==> src/rtl/fetch_sequencer.sv <==
// Instruction-fetch controller: owns the PC, buffers one fetched word for decode, handles start/halt/redirect.
// Optional FETCH_BOUNDS_CHECK_EN: faults on a fetch attempt beyond the instruction memory.
module fetch_sequencer #(
    parameter int unsigned MEM_BYTES = 128,
    parameter logic [15:0] RESET_PC  = 16'h0000
) (
    input  logic        clk,
    input  logic        rst_n,
    input  logic        start,
    input  logic        halt,
    output logic [15:0] pc_address,
    input  logic [15:0] mem_instruction,
    input  logic        branch_taken,
    input  logic [15:0] branch_target,
    output logic [15:0] instruction,
    output logic [15:0] instr_pc,
    output logic        instr_valid,
    input  logic        instr_ready,
    output logic [1:0]  state,
    output logic        fault
);

    typedef enum logic [1:0] {
        IDLE   = 2'b00,
        RUN    = 2'b01,
        HALTED = 2'b10,
        FAULT  = 2'b11
    } state_t;

    localparam logic [15:0] LAST_PC = 16'(MEM_BYTES - 2);
`ifdef FETCH_BOUNDS_CHECK_EN
    localparam bit CHECK_EN = 1'b1;
`else
    localparam bit CHECK_EN = 1'b0;
`endif

    state_t      state_q, state_d;
    logic [15:0] pc_q, pc_d;
    logic [15:0] instr_q, instr_d;
    logic [15:0] ipc_q, ipc_d;
    logic        valid_q, valid_d;
    logic        fault_q, fault_d;

    logic        accept_c;
    logic        room_c;

    assign accept_c = valid_q && instr_ready;
    assign room_c   = !valid_q || instr_ready;

    // State and datapath registers
    always_ff @(posedge clk or negedge rst_n) begin
        if (!rst_n) begin
            state_q <= IDLE;
            pc_q    <= RESET_PC;
            instr_q <= 16'h0000;
            ipc_q   <= 16'h0000;
            valid_q <= 1'b0;
            fault_q <= 1'b0;
        end else begin
            state_q <= state_d;
            pc_q    <= pc_d;
            instr_q <= instr_d;
            ipc_q   <= ipc_d;
            valid_q <= valid_d;
            fault_q <= fault_d;
        end
    end

    // Next state: redirect beats halt beats load while running
    always_comb begin
        state_d = state_q;
        pc_d    = pc_q;
        instr_d = instr_q;
        ipc_d   = ipc_q;
        valid_d = valid_q;
        fault_d = fault_q;
        case (state_q)
            IDLE: begin
                if (start) state_d = RUN;
                if (accept_c) valid_d = 1'b0;
            end
            RUN: begin
                if (branch_taken) begin
                    pc_d    = branch_target & 16'hFFFE;
                    valid_d = 1'b0;
                    if (halt) state_d = HALTED;
                end else if (halt) begin
                    state_d = HALTED;
                    if (accept_c) valid_d = 1'b0;
                end else if (room_c) begin
                    if (CHECK_EN && (pc_q > LAST_PC)) begin
                        state_d = FAULT;
                        fault_d = 1'b1;
                        valid_d = 1'b0;
                    end else begin
                        instr_d = mem_instruction;
                        ipc_d   = pc_q;
                        valid_d = 1'b1;
                        pc_d    = pc_q + 16'd2;
                    end
                end
            end
            HALTED: begin
                if (start && !halt) state_d = RUN;
                if (accept_c) valid_d = 1'b0;
            end
            FAULT: begin
                valid_d = 1'b0;
                fault_d = 1'b1;
            end
            default: state_d = IDLE;
        endcase
    end

    assign pc_address  = pc_q;
    assign instruction = instr_q;
    assign instr_pc    = ipc_q;
    assign instr_valid = valid_q;
    assign state       = state_q;
    assign fault       = fault_q & CHECK_EN;

endmodule

==> config.mk <==
export PLATFORM = sky130hd
export DESIGN_NAME = fetch_sequencer
export DESIGN_NICKNAME = d
export VERILOG_FILES = /design/src/rtl/fetch_sequencer.sv
export SDC_FILE = /design/constraint.sdc
export NUM_CORES = 1
export LEC_CHECK = 0
export CAP_MARGIN = 25
export CORE_ASPECT_RATIO = 1.2
export CORE_UTILIZATION = 39
export DETAILED_ROUTE_END_ITERATION = 8
export GPL_ROUTABILITY_DRIVEN = 0
export GPL_TIMING_DRIVEN = 0
export PLACE_DENSITY = 0.85
export RECOVER_POWER = 50
export SETUP_SLACK_MARGIN = 0.15
export SKIP_LAST_GASP = 1
export SLEW_MARGIN = 40
export SYNTH_ARGS = -nofsm -noshare
export SYNTH_HDL_FRONTEND = slang
export SYNTH_SLANG_ARGS = --single-unit
==> constraint.sdc <==
create_clock -name clk -period 1.4 [get_ports clk]
set_input_delay 0.28 -clock clk [delete_from_list [all_inputs] [get_ports clk]]
set_output_delay 0.28 -clock clk [all_outputs]
set_load 0.02 [all_outputs]
==> impl_metrics.ini <==
[sta]
drv_slew = 0
setup_ws_ps = -202
timing.final.crit_share = 1.14
tns_ps = -3760
tightest_slew_ps = 562
hold_violations = 0
fin_skew_ps = 4.43
slew_headroom = 0.626
max_freq_ghz = 0.624
fin_crit_ps = 1600
rsz0062_at_grt = true
whs_ps = 426
setup_violations = 45

[worst_setup_path]
required_ps = 1610
rr_startpoint = pc_address[3]
arrival_ps = 1810
r2r_cells = 6
worst-path-max-fanout = 3
r2r_end = pc_address[8]
path_class = reg2reg
end_kind = register
r2r_setup_slack_ps = -200
critPathLaunchType = register

[drt]
vias = 2380
via_per_inst = 5.41
drc = 0
final_antenna_net_count = 0
routed_wl_um = 7780
drt_iter0_drc = 142
dr.pass1.iters = 5
wl_per_cell_um = 17.7

[floorplanning]
core-area_sq_um = 5710
die_w_um = 72.3
die_area_sq_um = 6250
die_y_um = 86.4
rows = 30
start_util = 0.405
io_pins = 90

[yosys]
ys_types = 42
ys_async_sr_fraction = 1.00
yosysSeqAreaShare = 0.530
yosysMostFrequentCell = dfrtp_1
syn_inst = 207
synthTopCellsByArea = dfrtp_1 53%, mux2_2 14%, o21ai_0 3.0%, nor2_1 2.4%, a21oi_1 2.4%
syn_area_sq_um = 2310
ys_warn_count = 0
ys_top_cells_by_count = 49 x dfrtp_1, 28 x mux2_2, 15 x nor2_1
ys.flop_type = dfrtp_1
synth_top_cell_area_share = 0.530
ys_ff_latch = 49
synth_top_area_cell = dfrtp_1
synth-edff-count = 0
syn_avg_cell_area_sq_um = 11.2

[clock_tree]
cts_buffers = 5
root_buffer = clkbuf_8
cts_tree = built
path_clk_slew_ps = 90
htreeDepth = 2
insertion_delay_ps = 310
clock_path_buffers = 2
clock_sinks = 49

[final_layout]
nNetsFinal = 398
drive_above_1_share = 0.558
areaGrowthSynthToFinish_pct = 74.9
postLayoutCellArea_sq_um = 4050
diodes = 0
final_cell_count_no_fill = 440

[pwr]
leakage_nw = 1.84
p_total_mw = 7.76
power_density_nw_per_um2 = 1920
peakVddDrop_uv = 1180

[global_routing]
grt_first_pass_wirelength_um = 11700
antenna_found_initial = 0
top_usage_layer = met2
grt-ovfl-total = 0
grt_max_degree = 42
track_usage = 0.248
grtUsageMet3 = 0.0512
met1_usage = 0.282
grt_pass1_vias = 2382
use_met2 = 0.435

[min_path]
whs_path_depth = 3
min_path_type = in2reg
worstHoldStart = instr_ready
holdPathEnd = instr_valid

[status]
outcome = complete, but fails checks
violations = setup timing

[placed_design]
place_inst = 375
placed_cell_area_sq_um = 3360
numPortBuffers = 85
dp_hpwl_um = 4090

[flow_run]
maxCapViolCount = 0
## flip-flops by register name (all words and copies together), names as in the netlist
name         flops
instr_valid      1
state            2
instruction     16
pc_address      15
instr_pc        15
## power by group
part           switching (mW)  leakage, nW  internal, mW  total (mW)
sequential              0.459        0.579          2.06        2.52
combinational            2.16         1.21          2.15        4.31
clock                   0.482       0.0542         0.447       0.929
total                    3.10         1.84          4.67        7.76
## critical path, stage by stage, from the launching register on
cell and delay (ps):
dfrtp_2 400, buf_4 120, buf_4 100, nand3_1 160, nor2_2 240, nand3_1 150, a221oi_2 320
## layout make-up
| type | count | area [sq um] |
|---|---|---|
| Inverter | 6 | 22.5 |
| Clock buffer | 7 | 96.3 |
| Timing Repair Buffer | 143 | 1280 |
| Tap cell | 80 | 100 |
| Fill cell | 390 | 1660 |
| Buffer | 14 | 143 |
| Clock inverter | 1 | 5.00 |
| Multi-Input combinational cell | 140 | 1150 |
| Sequential cell | 49 | 1240 |
## placed cells by master (no fill, tap or decap), drive strengths merged, types with 2 or more instances in the layout
master         netlist  final
buf                 10    107
dfrtp               49     49
clkdlybuf4s50        0     32
mux2                28     28
nor2                15     15
o21ai               14     14
clkbuf               4     13
a21oi               11     11
nand3               10     10
nand2               10     10
clkdlybuf4s15        0      8
inv                  6      6
mux2i                4      4
nand4                4      4
nand2b               4      4
conb                 1      3
dlygate4sd2          0      3
nor4                 3      3
nor3                 3      3
a2bb2oi              3      3
and3                 2      2
o31ai                2      2
a311o                2      2
o2bb2ai              2      2
a22oi                2      2
o21a                 2      2
a31oi                2      2
o22ai                2      2
## cells by family after synthesis
kind of cell             count (synthesis)  share of synthesized area
buffers and inverters                   20                     0.0476
other                                    1                    0.00162
multiplexers                            32                      0.154
AND/OR/NAND/NOR                         59                      0.136
AO/OA/AOI/OAI                           45                      0.126
flip-flops                              49                      0.530
adder cells (fa/ha/maj)                  1                    0.00541
## layer usage
| layer | wire, um | vias to the layer above |
|---|---|---|
| met5 | 0 | - |
| met2 | 4010 | 129 |
| li1 | - | 1051 |
| met4 | 330 | 0 |
| met3 | 552 | 34 |
| met1 | 2890 | 1166 |
## through the flow
step	util	setup WS [ps]
global route	0.709	-271
global placement	0.586	-1590
CTS	0.711	-108
finish	0.709	-202
floorplan	-	-158
detailed placement	0.589	-772
## worst max path at each step
stage,start,endpoint,cells after the start
global placement,rst_n,state[1],1
global route,pc_address[3],pc_address[8],6
finish,pc_address[3],pc_address[8],6
CTS,pc_address[8],pc_address[12],4
floorplan,pc_address[1],pc_address[11],5
detailed placement,halt,instruction[14],5
## repair_timing
| action | CTS | global route |
|---|---|---|
| endpoints found under the setup margin | 96 | 82 |
| buffers inserted | 47 | 5 |
| endpoints found under the hold margin | 8 | 0 |
| resized for setup | 229 | 48 |
| hold buffers | 1 | 0 |
| gates cloned | 3 | 1 |
| pin swaps | 15 | 10 |
No activity file was read; power rests on OpenSTA's default activity.
